--- config.mk ---
export PLATFORM = sky130hd
export DESIGN_NAME = multi_display_counter
export DESIGN_NICKNAME = d
export VERILOG_FILES = /design/src/rtl/multi_display_counter.sv
export SDC_FILE = /design/constraint.sdc
export NUM_CORES = 1
export LEC_CHECK = 0
export CORE_AREA = 2 2 113 115
export CTS_BUF_LIST = sky130_fd_sc_hd__clkbuf_4 sky130_fd_sc_hd__clkbuf_8 sky130_fd_sc_hd__clkbuf_16
export CTS_CLUSTER_DIAMETER = 200
export DETAILED_ROUTE_END_ITERATION = 8
export DIE_AREA = 0 0 115 117
export MAX_ROUTING_LAYER = met4
export PLACE_DENSITY = 0.78
export SLEW_MARGIN = 20
export SYNTH_ARGS = -nofsm -noshare
export SYNTH_HDL_FRONTEND = slang
export SYNTH_SLANG_ARGS = --single-unit
--- constraint.sdc ---
create_clock -name clk -period 2.6 [get_ports clk]
set_input_delay 0.78 -clock clk [delete_from_list [all_inputs] [get_ports clk]]
set_output_delay 0.78 -clock clk [all_outputs]
set_load 0.01 [all_outputs]
--- src/rtl/multi_display_counter.sv ---
// multi_display_counter: N debounced press counters, each driving
// its own multiplexed 7-segment display from one shared refresh scan.

module mdc_debounce #(
  parameter int DEBOUNCE_CYCLES = 500000
) (
  input  logic clk,
  input  logic rst_n,
  input  logic pin,
  output logic press
);

  localparam int DW = $clog2(DEBOUNCE_CYCLES + 1);
  localparam logic [DW-1:0] LAST = DW'(DEBOUNCE_CYCLES - 1);

  logic          s1;
  logic          s2;
  logic          level;
  logic          level_d;
  logic [DW-1:0] cnt;

  // two-flop synchroniser for the asynchronous pin
  always_ff @(posedge clk or negedge rst_n) begin
    if (!rst_n) begin
      s1 <= 1'b0;
      s2 <= 1'b0;
    end else begin
      s1 <= pin;
      s2 <= s1;
    end
  end

  // accept a new level only after a full stable run; bounce restarts
  always_ff @(posedge clk or negedge rst_n) begin
    if (!rst_n) begin
      level <= 1'b0;
      cnt   <= '0;
    end else if (s2 == level) begin
      cnt   <= '0;
    end else if (cnt == LAST) begin
      level <= s2;
      cnt   <= '0;
    end else begin
      cnt   <= cnt + 1'b1;
    end
  end

  // previous accepted level, for rising-edge detection
  always_ff @(posedge clk or negedge rst_n) begin
    if (!rst_n) level_d <= 1'b0;
    else        level_d <= level;
  end

  assign press = level & ~level_d;

endmodule

module multi_display_counter #(
  parameter string MODE            = "HEX",
  parameter int    NUM_SEGMENTS    = 4,
  parameter int    NUM_DISPLAYS    = 2,
  parameter int    CLK_PER         = 10,
  parameter int    REFR_RATE       = 1000,
  parameter int    DEBOUNCE_CYCLES = 500000
) (
  input  logic                                clk,
  input  logic                                CPU_RESETN,
  input  logic [NUM_DISPLAYS-1:0]             BTN,
  input  logic                                BTNU,
  output logic [NUM_DISPLAYS*4*NUM_SEGMENTS-1:0] count,
  output logic [NUM_DISPLAYS*NUM_SEGMENTS-1:0]   anode,
  output logic [NUM_DISPLAYS*8-1:0]           cathode
);

  localparam int CW = 4 * NUM_SEGMENTS;
  localparam int DIGIT_RAW =
    1000000000 / (CLK_PER * REFR_RATE * NUM_SEGMENTS);
  localparam int DIGIT_CYC = (DIGIT_RAW < 1) ? 1 : DIGIT_RAW;
  localparam int SW = (DIGIT_CYC > 1) ? $clog2(DIGIT_CYC) : 1;
  localparam int IW = (NUM_SEGMENTS > 1) ? $clog2(NUM_SEGMENTS) : 1;
  localparam bit IS_DEC = (MODE == "DEC");

  if (MODE != "HEX" && MODE != "DEC") begin : g_bad_mode
    $error("multi_display_counter: MODE must be HEX or DEC");
  end

  function automatic logic [7:0] seg7(input logic [3:0] n);
    logic [7:0] s;
    case (n)
      4'h0: s = 8'hC0;
      4'h1: s = 8'hF9;
      4'h2: s = 8'hA4;
      4'h3: s = 8'hB0;
      4'h4: s = 8'h99;
      4'h5: s = 8'h92;
      4'h6: s = 8'h82;
      4'h7: s = 8'hF8;
      4'h8: s = 8'h80;
      4'h9: s = 8'h90;
      4'hA: s = 8'h88;
      4'hB: s = 8'h83;
      4'hC: s = 8'hC6;
      4'hD: s = 8'hA1;
      4'hE: s = 8'h86;
      default: s = 8'h8E;
    endcase
    return s;
  endfunction

  function automatic logic [CW-1:0] bcd_inc(input logic [CW-1:0] v);
    logic [CW-1:0] r;
    logic          c;
    r = v;
    c = 1'b1;
    for (int i = 0; i < NUM_SEGMENTS; i++) begin
      if (c) begin
        if (v[4*i +: 4] >= 4'd9) begin
          r[4*i +: 4] = 4'd0;
        end else begin
          r[4*i +: 4] = v[4*i +: 4] + 4'd1;
          c = 1'b0;
        end
      end
    end
    return r;
  endfunction

  logic          clr;
  logic [SW-1:0] scan_q;
  logic [IW-1:0] idx_q;

  mdc_debounce #(.DEBOUNCE_CYCLES(DEBOUNCE_CYCLES)) u_clr (
    .clk   (clk),
    .rst_n (CPU_RESETN),
    .pin   (BTNU),
    .press (clr)
  );

  // shared refresh scan: dwell DIGIT_CYC cycles per digit
  always_ff @(posedge clk or negedge CPU_RESETN) begin
    if (!CPU_RESETN) begin
      scan_q <= '0;
      idx_q  <= '0;
    end else if (scan_q == SW'(DIGIT_CYC - 1)) begin
      scan_q <= '0;
      idx_q  <= (idx_q == IW'(NUM_SEGMENTS - 1)) ? '0 : idx_q + 1'b1;
    end else begin
      scan_q <= scan_q + 1'b1;
    end
  end

  for (genvar d = 0; d < NUM_DISPLAYS; d++) begin : g_ch
    logic                    press;
    logic [CW-1:0]           cnt_q;
    logic [3:0]              nib;
    logic [NUM_SEGMENTS-1:0] an_q;
    logic [7:0]              ca_q;

    mdc_debounce #(.DEBOUNCE_CYCLES(DEBOUNCE_CYCLES)) u_btn (
      .clk   (clk),
      .rst_n (CPU_RESETN),
      .pin   (BTN[d]),
      .press (press)
    );

    // press counter; a simultaneous clear takes precedence
    always_ff @(posedge clk or negedge CPU_RESETN) begin
      if (!CPU_RESETN) begin
        cnt_q <= '0;
      end else begin
        unique case (1'b1)
          clr:            cnt_q <= '0;
          press && !clr:  cnt_q <= IS_DEC ? bcd_inc(cnt_q)
                                          : cnt_q + 1'b1;
          default: ;
        endcase
      end
    end

    assign nib = cnt_q[{idx_q, 2'b00} +: 4];

    // registered digit select and segments for the current index
    always_ff @(posedge clk or negedge CPU_RESETN) begin
      if (!CPU_RESETN) begin
        an_q <= '1;
        ca_q <= 8'hFF;
      end else begin
        an_q <= ~(NUM_SEGMENTS'(1) << idx_q);
        ca_q <= seg7(nib);
      end
    end

    assign count[d*CW +: CW]                     = cnt_q;
    assign anode[d*NUM_SEGMENTS +: NUM_SEGMENTS] = an_q;
    assign cathode[d*8 +: 8]                     = ca_q;
  end

endmodule

==> results.py, run 1 <==
metrics = {
    "sta": {
        "drv_slew": 0,
        "fmax_mhz": 433,
        "relSlewSlack_pct": 55.2,
        "hold_violations": 0,
        "worst_pin_slew_ns": 0.666,
        "setup_tns_ns": 0,
        "setup_viol": 0,
        "fin_crit_sh_pct": 88.9,
        "rsz0062_at_grt": "false",
        "finalCriticalPeriod_ns": 2.31,
        "finClkSkew_ns": 0.00681,
    },
    "clock_network": {
        "clk_latency_ns": 0.42,
        "clock-root-buffer": "clkbuf_16",
        "cts_tree": "yes",
        "cts_buffers": 17,
        "clk_path_buf_depth": 2,
        "clock_sinks": 136,
        "cts-resized-gates": 0,
        "path_clk_slew_ns": 0.06,
        "cts_htree_levels": 4,
        "cts_setup_buffers": 0,
        "postCtsHoldBufs": 0,
    },
    "logic_synthesis": {
        "yosysTopAreaCellShare_pct": 42.9,
        "yosys-top-cells-area": "dfrtp_1 (43%), dfstp_2 (6.9%), xnor2_1 (5.1%), nor2_1 (4.9%), xor2_1 (4.5%)",
        "synth-edff-count": 0,
        "synth_seq_cells": 136,
        "synthesis.area_sq_um": 6880,
        "post_synth.cell_area_avg_sq_um": 10.4,
        "ys.flop_type": "dfrtp_1",
        "yosysTopAreaCell": "dfrtp_1",
        "synth_warnings": 0,
        "async_flop_share_pct": 100,
        "seq_area_frac_synth_pct": 49.8,
        "synth_cells": 661,
        "synth.distinct_cells": 53,
    },
    "worst_setup_path": {
        "cp.required_ns": 1.82,
        "crit_path_top_delay_cell": "clkdlybuf4s50_1",
        "end_kind": "output pin",
        "cp_top_family": "buffers and inverters",
        "path_max_fanout": 8,
        "max_stage_delay_ns": 0.63,
        "crit_path_start_kind": "flip-flop",
        "critPathKind": "flip-flop to output pin",
        "worstPathCellList": "clkdlybuf4s50_1",
        "arrival_ns": 1.53,
        "path_buf_inv": 1,
    },
    "hold_path": {
        "hold_class": "input port to asynchronous set/reset pin",
    },
    "power_and_ir_drop": {
        "ir_worst_vdd_mv": 0.402,
        "p_per_area_nw_per_um2": 542,
        "p_total_mw": 4.43,
        "p_leak_nw": 3.35,
    },
    "routing": {
        "first_pass_iters": 4,
        "drc_errors": 0,
        "detail_route.vias_per_cell": 5.74,
        "drtAntennaViolNets": 0,
        "drtIter0Drc": 336,
        "wl_mm": 14.0,
        "vias": 5107,
        "wl_per_cell_um": 15.7,
    },
    "floorplan": {
        "die_h_um": 117,
        "core_area_sq_um": 12300,
        "die_w_um": 115,
        "io_pins": 61,
        "start_util_pct": 55.9,
        "die_area_sq_um": 13500,
        "row_count": 41,
    },
    "global_route": {
        "grt_max_degree": 57,
        "track_usage_pct": 23.7,
        "grt_pass1_wl_mm": 24.4,
        "gr-total-overflow": 0,
        "antenna_found_initial": 0,
        "grt_pass1_vias": 5125,
    },
    "layout": {
        "nets": 754,
        "drive_gt1_share_pct": 12.2,
        "synthToLayoutAreaGrowth_pct": 18.8,
        "final_util_pct": 66.4,
        "antenna_cells": 0,
    },
    "job": {
        "maxCapViolations": 0,
    },
    "placement": {
        "port_buffers": 58,
        "dpl.hpwl_mm": 9.88,
        "gp_congestion": 0.939,
    },
    "status": {
        "status": "completed",
    },
}
[sequential cells by signal, indices dropped and copies added (netlist names), 4 cells and up]
register	flops
u_clr.cnt	19
g_ch.cnt_q	32
scan_q	15
g_ch.ca_q	14
g_ch.u_btn.cnt	38
g_ch.an_q	4
[layout make-up]
class                      count  area [sq um]
fill                         927          4140
sequential                   136          3430
multi-input combinational    483          3260
timing repair buffer          67           662
clock buffer                  24           503
tap                          150           188
inverter                      22          82.6
clock inverter                 8          46.3
[worst register-to-register path: cells and delay by family, from the launching register on]
| kind | cells | cell delay (ns) |
|---|---|---|
| compound gates | 1 | 0.27 |
| fa+ha+maj | 1 | 0.24 |
| mux | 1 | 0.66 |
| buf+inv | 2 | 0.25 |
| flops | 1 | 0.72 |
[cells by family after synthesis]
kind of cell	Yosys count	synth area share (%)
compound gates	62	5.82
xor+xnor	75	9.55
fa+ha+maj	22	4.00
buf+inv	43	2.84
flops	136	49.8
mux	22	4.87
other cells	1	0.0545
simple gates	300	23.1
[power breakdown]
part	switching [mW]	leakage (nW)	internal [mW]
clock	0.843	0.270	1.34
combinational	0.0688	1.29	0.0271
sequential	0.0140	1.80	2.14
total	0.926	3.35	3.50
[metal layers]
layer | vias up | share of wire, % | track usage (%)
met5 | - | 0 | -
met4 | 0 | 1.9 | 9.00
met3 | 20 | 6.0 | 6.49
met2 | 149 | 49 | 37.6
met1 | 2473 | 44 | 29.4
li1 | 2465 | - | -
[placed cells by master (no fill, tap or decap), drive strengths merged, types with 3 or more instances in the layout]
master           n
nor2            90
clkinvlp         3
xnor2           40
and4            14
buf             10
clkbuf          24
nor3            11
nand4           22
nor2b           11
o21ai           18
o31ai           10
or4             12
nand2b           3
nand2           45
clkinv           5
mux4             8
and2             7
or3             14
nand3           41
nor4            16
clkdlybuf4s50   57
a21oi           20
ha              22
inv             22
dfrtp          118
nor4b            4
o21a             6
dfstp           18
xor2            35
mux2            12
[worst paths after layout]
kind / startpoint / end / slack, ns / cells after the start
max: g_ch[0].cnt_q[5]$_DFFE_PN0P_ / count[5] / 0.29 / 1
min: CPU_RESETN / g_ch[1].u_btn.cnt[17]$_DFF_PN0_ / 0.32 / 1
max reg2reg: idx_q[0]$_DFFE_PN0N_ / g_ch[1].ca_q[0]$_DFF_PN1_ / 0.37 / 5
min reg2reg: u_clr.s1$_DFF_PN0_ / u_clr.s2$_DFF_PN0_ / 0.35 / 0
max in group asynchronous: CPU_RESETN / g_ch[0].ca_q[3]$_DFF_PN1_ / 1.57 / 2
min in group clk: u_clr.s1$_DFF_PN0_ / u_clr.s2$_DFF_PN0_ / 0.35 / 0
[synth_stat cells, types with 15 or more instances]
library cell	count
a21oi_1	20
nor2_1	90
o21ai_0	16
xnor2_1	40
nand2_1	45
inv_1	22
nand3_1	40
ha_1	22
nand4_1	21
xor2_1	35
dfrtp_1	118
nor4_1	15
dfstp_2	18
[through the flow]
stage	hold WS [ns]	worst slack (ns)	cell area [sq um]	std cells
6_report	0.316	0.290	8170	890
5_1_grt	0.360	0.177	8170	890
4_1_cts	0.331	0.258	8170	890
3_5_place_dp	0.335	0.393	7620	858
3_3_place_gp	0.334	0.518	7620	858
2_1_floorplan	0.331	0.605	6880	662
No activity file was read; power rests on OpenSTA's default activity.
==> inputs of run 2 (changes only) <==
--- a/config.mk
+++ b/config.mk
@@ -5,11 +5,11 @@
 export SDC_FILE = /design/constraint.sdc
 export NUM_CORES = 1
 export LEC_CHECK = 0
-export CORE_AREA = 2 2 113 115
+export CORE_AREA = 4 4 115 117
 export CTS_BUF_LIST = sky130_fd_sc_hd__clkbuf_4 sky130_fd_sc_hd__clkbuf_8 sky130_fd_sc_hd__clkbuf_16
 export CTS_CLUSTER_DIAMETER = 200
 export DETAILED_ROUTE_END_ITERATION = 8
-export DIE_AREA = 0 0 115 117
+export DIE_AREA = 0 0 119 121
 export MAX_ROUTING_LAYER = met4
 export PLACE_DENSITY = 0.78
 export SLEW_MARGIN = 20
==> results.py, run 2 (synthesis gave the netlist of run 1 again) <==
metrics = {
    "status": {
        "status": "completed",
    },
    "placement": {
        "dp.cells": 882,
        "place_ws_ns": 0.413,
        "port_buffers": 58,
        "gp_congestion": 0.907,
        "dpl.hpwl_mm": 10.0,
    },
    "global_route": {
        "gr-total-overflow": 0,
        "antenna_found_initial": 0,
        "grt_max_degree": 54,
        "track_usage_pct": 21.3,
        "grt_pass1_wl_mm": 24.2,
        "grt_pass1_vias": 5174,
    },
    "worst_setup_path": {
        "max_stage_delay_ns": 0.60,
        "cp_num_cells": 1,
        "cp.required_ns": 1.82,
        "worstPathCellList": "clkdlybuf4s50_1",
        "critPathKind": "flip-flop to output pin",
        "cp_top_family": "buffers and inverters",
        "reg2reg_depth": 5,
        "arrival_ns": 1.52,
        "crit_path_top_delay_cell": "clkdlybuf4s50_1",
        "crit_path_start_kind": "flip-flop",
        "path_max_fanout": 7,
        "end_kind": "output pin",
        "path_buf_inv": 1,
    },
    "clock_network": {
        "clk_latency_ns": 0.42,
        "postCtsHoldBufs": 0,
        "cts_setup_buffers": 0,
        "cts_tree": "yes",
        "clock-root-buffer": "clkbuf_16",
        "clk_path_buf_depth": 2,
        "cts_buffers": 17,
        "clock_sinks": 136,
        "cts_htree_levels": 4,
        "cts-resized-gates": 0,
        "path_clk_slew_ns": 0.06,
    },
    "floorplan": {
        "die_area_sq_um": 14400,
        "die_h_um": 121,
        "core_area_sq_um": 12400,
        "start_util_pct": 55.6,
        "io_pins": 61,
        "row_count": 41,
        "die_w_um": 119,
    },
    "job": {
        "maxCapViolations": 0,
    },
    "layout": {
        "largest_reg_flops": 38,
        "final_util_pct": 67.1,
        "drive_gt1_share_pct": 12.5,
        "seq_area_sq_um": 3430,
        "finalNonFillerCells": 914,
        "largest_registers": "g_ch.u_btn.cnt: 38 flops, g_ch.cnt_q: 32 flops, u_clr.cnt: 19 flops",
        "top_register": "g_ch.u_btn.cnt",
        "nets": 756,
        "fillers": 919,
        "final_cell_mix": "dfrtp_1 (118), nor2_1 (90), clkdlybuf4s50_1 (57)",
        "antenna_cells": 0,
        "synthToLayoutAreaGrowth_pct": 20.6,
        "multiInputGateArea_sq_um": 3260,
        "final_common_cell": "dfrtp_1",
    },
    "routing": {
        "drtIter0Drc": 388,
        "detail_route.vias_per_cell": 5.62,
        "drc_errors": 0,
        "first_pass_iters": 5,
        "wl_mm": 14.2,
        "wl_per_cell_um": 15.5,
        "vias": 5138,
        "drtAntennaViolNets": 0,
    },
    "power_and_ir_drop": {
        "p_leak_nw": 3.39,
        "p_total_mw": 4.76,
        "ir_worst_vdd_mv": 0.342,
        "p_per_area_nw_per_um2": 574,
    },
    "sta": {
        "relSlewSlack_pct": 58.2,
        "rsz0062_at_grt": "false",
        "setup_viol": 0,
        "worst_pin_slew_ns": 0.624,
        "hold_violations": 0,
        "final.setup.worst_slack_ns": 0.296,
        "finClkSkew_ns": 0.0112,
        "fin_crit_sh_pct": 88.6,
        "drv_slew": 0,
        "fmax_mhz": 434,
        "finalCriticalPeriod_ns": 2.30,
        "setup_tns_ns": 0,
    },
    "hold_path": {
        "hold_class": "input port to asynchronous set/reset pin",
    },
}
==> run 2: final timing paths <==
| path | start | endpoint | slack (ns) |
|---|---|---|---|
| max | g_ch[1].cnt_q[4]$_DFFE_PN0P_ | count[20] | 0.30 |
| min | CPU_RESETN | g_ch[1].cnt_q[0]$_DFFE_PN0P_ | 0.27 |
| max reg2reg | idx_q[0]$_DFFE_PN0N_ | g_ch[1].ca_q[0]$_DFF_PN1_ | 0.40 |
| min reg2reg | g_ch[1].u_btn.s1$_DFF_PN0_ | g_ch[1].u_btn.s2$_DFF_PN0_ | 0.35 |
| max in group asynchronous | CPU_RESETN | g_ch[0].ca_q[3]$_DFF_PN1_ | 1.65 |
| min in group clk | g_ch[1].u_btn.s1$_DFF_PN0_ | g_ch[1].u_btn.s2$_DFF_PN0_ | 0.35 |
==> run 2: final cells by class <==
cell class / count / share of cell area (%)
multi-input cells: 483 / 39.4
flip-flops and latches: 136 / 41.3
clock buffers: 17 / 5.13
clock inverters: 15 / 2.44
well taps: 172 / 2.60
inverters: 22 / 0.996
repair buffers: 69 / 8.16
==> run 2: where the power goes <==
group | internal (mW) | switching [mW]
clock | 1.60 | 0.910
sequential | 2.14 | 0.0141
combinational | 0.0274 | 0.0695
total | 3.77 | 0.994
==> run 2: per-stage QoR <==
stage / cell area (sq um) / hold WS [ns]
CTS: 8290 / 0.278
floorplan: 6880 / 0.331
global route: 8290 / 0.288
finish: 8290 / 0.272
global placement: 7660 / 0.336
detailed placement: 7660 / 0.340
==> run 2: layer usage <==
metal  global-route usage [%]  vias to the layer above  share of wire, %
met5                        -                        -                 0
met4                     9.27                        0               2.0
met3                     4.80                       27               4.3
met2                     35.4                      112                51
met1                     25.1                     2537                43
li1                         -                     2462                 -
==> inputs of run 3 (changes only) <==
--- a/config.mk
+++ b/config.mk
@@ -5,11 +5,11 @@
 export SDC_FILE = /design/constraint.sdc
 export NUM_CORES = 1
 export LEC_CHECK = 0
-export CORE_AREA = 4 4 115 117
+export CORE_AREA = 2 2 113 115
 export CTS_BUF_LIST = sky130_fd_sc_hd__clkbuf_4 sky130_fd_sc_hd__clkbuf_8 sky130_fd_sc_hd__clkbuf_16
 export CTS_CLUSTER_DIAMETER = 200
 export DETAILED_ROUTE_END_ITERATION = 8
-export DIE_AREA = 0 0 119 121
+export DIE_AREA = 0 0 115 117
 export MAX_ROUTING_LAYER = met4
 export PLACE_DENSITY = 0.78
 export SLEW_MARGIN = 20
==> constraint.sdc (replaced) <==
create_clock -name clk -period 2.3 [get_ports clk]
set_input_delay 0.69 -clock clk [delete_from_list [all_inputs] [get_ports clk]]
set_output_delay 0.69 -clock clk [all_outputs]
set_load 0.01 [all_outputs]
==> results.py, run 3 (synthesis gave the netlist of run 1 again) <==
metrics = {
    "routing": {
        "drtAntennaViolNets": 0,
        "vias": 5178,
        "wl_per_cell_um": 15.8,
        "wl_mm": 14.1,
        "detail_route.vias_per_cell": 5.78,
        "drc_errors": 0,
        "drtIter0Drc": 341,
        "first_pass_iters": 5,
    },
    "layout": {
        "largest_registers": "g_ch.u_btn.cnt: 38 flops, g_ch.cnt_q: 32 flops, u_clr.cnt: 19 flops",
        "antenna_cells": 0,
        "nets": 760,
        "drive_gt1_share_pct": 13.0,
        "top_register": "g_ch.u_btn.cnt",
        "final_common_cell": "dfrtp_1",
        "finalNonFillerCells": 896,
        "final_cell_mix": "dfrtp_1 (118), nor2_1 (90), clkdlybuf4s50_1 (57)",
        "synthToLayoutAreaGrowth_pct": 20.9,
        "final_util_pct": 67.6,
        "largest_reg_flops": 38,
    },
    "clock_network": {
        "cts_htree_levels": 4,
        "cts_tree": "yes",
        "cts-resized-gates": 0,
        "clk_path_buf_depth": 2,
        "cts_buffers": 17,
        "clock-root-buffer": "clkbuf_16",
        "path_clk_slew_ns": 0.06,
        "clk_latency_ns": 0.42,
        "clock_sinks": 136,
    },
    "worst_setup_path": {
        "end_kind": "output pin",
        "critPathKind": "flip-flop to output pin",
        "path_buf_inv": 1,
        "cp_top_family": "buffers and inverters",
        "crit_path_top_delay_cell": "clkdlybuf4s50_1",
        "crit_path_start_kind": "flip-flop",
        "max_stage_delay_ns": 0.64,
        "cp.required_ns": 1.61,
        "crit_path_start": "g_ch[0].cnt_q[5]$_DFFE_PN0P_",
        "path_max_fanout": 8,
        "reg2reg_depth": 4,
        "worstPathCellList": "clkdlybuf4s50_1",
        "regToRegStartpoint": "u_clr.cnt[9]$_DFF_PN0_",
        "arrival_ns": 1.55,
        "r2r_slack_ns": 0.23,
        "r2r-end": "u_clr.level$_DFFE_PN0P_",
    },
    "global_route": {
        "grtUsageMet2_pct": 36.5,
        "gr-usage-met1_pct": 29.0,
        "grt_pass1_wl_mm": 23.7,
        "track_usage_pct": 23.2,
        "gr-total-overflow": 0,
        "met3_usage_pct": 6.85,
        "grt_max_degree": 50,
        "busiest_layer": "met2",
        "antenna_found_initial": 0,
        "grt_pass1_vias": 4965,
    },
    "floorplan": {
        "start_util_pct": 55.9,
        "core_area_sq_um": 12300,
        "io_pins": 61,
        "row_count": 41,
        "die_h_um": 117,
        "die_w_um": 115,
        "die_area_sq_um": 13500,
    },
    "sta": {
        "rsz0062_at_grt": "false",
        "finalCriticalPeriod_ns": 2.24,
        "fin_crit_sh_pct": 97.4,
        "hold_violations": 0,
        "setup_tns_ns": 0,
        "finClkSkew_ns": 0.00831,
        "fmax_mhz": 446,
        "setup_viol": 0,
        "drv_slew": 0,
    },
    "placement": {
        "dpl.hpwl_mm": 9.70,
        "port_buffers": 58,
        "gp_congestion": 0.897,
        "dp.cells": 862,
    },
    "power_and_ir_drop": {
        "swShare_pct": 21.0,
        "p_per_area_nw_per_um2": 654,
        "p_seq_share_pct": 44.6,
        "p_leak_nw": 3.42,
        "ir_worst_vdd_mv": 0.555,
        "p_sw_mw": 1.14,
        "clockPowerShare_pct": 53.2,
        "comb_power_share_pct": 2.1,
        "intPower_mw": 4.30,
        "p_total_mw": 5.44,
    },
    "hold_path": {
        "hold_class": "input port to asynchronous set/reset pin",
    },
    "status": {
        "status": "completed",
    },
    "job": {
        "maxCapViolations": 0,
    },
}
==> run 3: metal layers <==
layer	share of wire (%)	vias to the layer above
met1	44	2545
met5	0	-
met4	1.7	0
met2	48	142
met3	5.8	25
li1	-	2466
==> run 3: through the flow <==
| step | hold WS, ns | setup WS [ns] | cell area, sq um |
|---|---|---|---|
| 2_1_floorplan | 0.331 | 0.305 | 6880 |
| 3_3_place_gp | 0.335 | 0.208 | 7660 |
| 3_5_place_dp | 0.335 | 0.157 | 7660 |
| 4_1_cts | 0.207 | 0.0519 | 8300 |
| 5_1_grt | 0.226 | 0.00118 | 8320 |
| 6_report | 0.204 | 0.0598 | 8320 |
==> run 3: worst reg2reg max path, stage by stage, from the launching register on <==
cell     delay (ns)
dfrtp_1        0.43
or4bb_1        0.52
or4_4          0.57
nor2_1         0.12
mux2_2         0.33
==> run 3: final cells by class <==
class	count	area [sq um]
multi-input cells	483	3260
clock inverters	14	199
inverters	22	82.6
clock buffers	18	439
well taps	150	188
fillers	895	3990
repair buffers	73	719
flip-flops and latches	136	3430
==> run 3: power groups by stage <==
stage | combinational [mW] | clock (mW) | sequential (mW)
finish | 0.116 | 2.90 | 2.43
global route | 0.133 | 3.06 | 2.43
CTS | 0.118 | 2.94 | 2.43
detailed placement | 0.118 | 0 | 2.47
global placement | 0.113 | 0 | 2.47
floorplan | 0.0440 | 0 | 2.47
==> run 3: timing repair <==
action,4_1_cts,5_1_grt
endpoints found under the setup margin,0,2
setup buffers,0,2
hold buffers,0,0
==> run 3: worst max path at each step <==
stage / end / slack (ns) / cells after the start
floorplan: u_clr.level$_DFFE_PN0P_ / 0.30 / 4
global placement: u_clr.cnt[3]$_DFF_PN0_ / 0.21 / 4
detailed placement: u_clr.cnt[2]$_DFF_PN0_ / 0.16 / 4
CTS: count[5] / 0.05 / 1
global route: count[5] / 0.001 / 1
finish: count[5] / 0.06 / 1
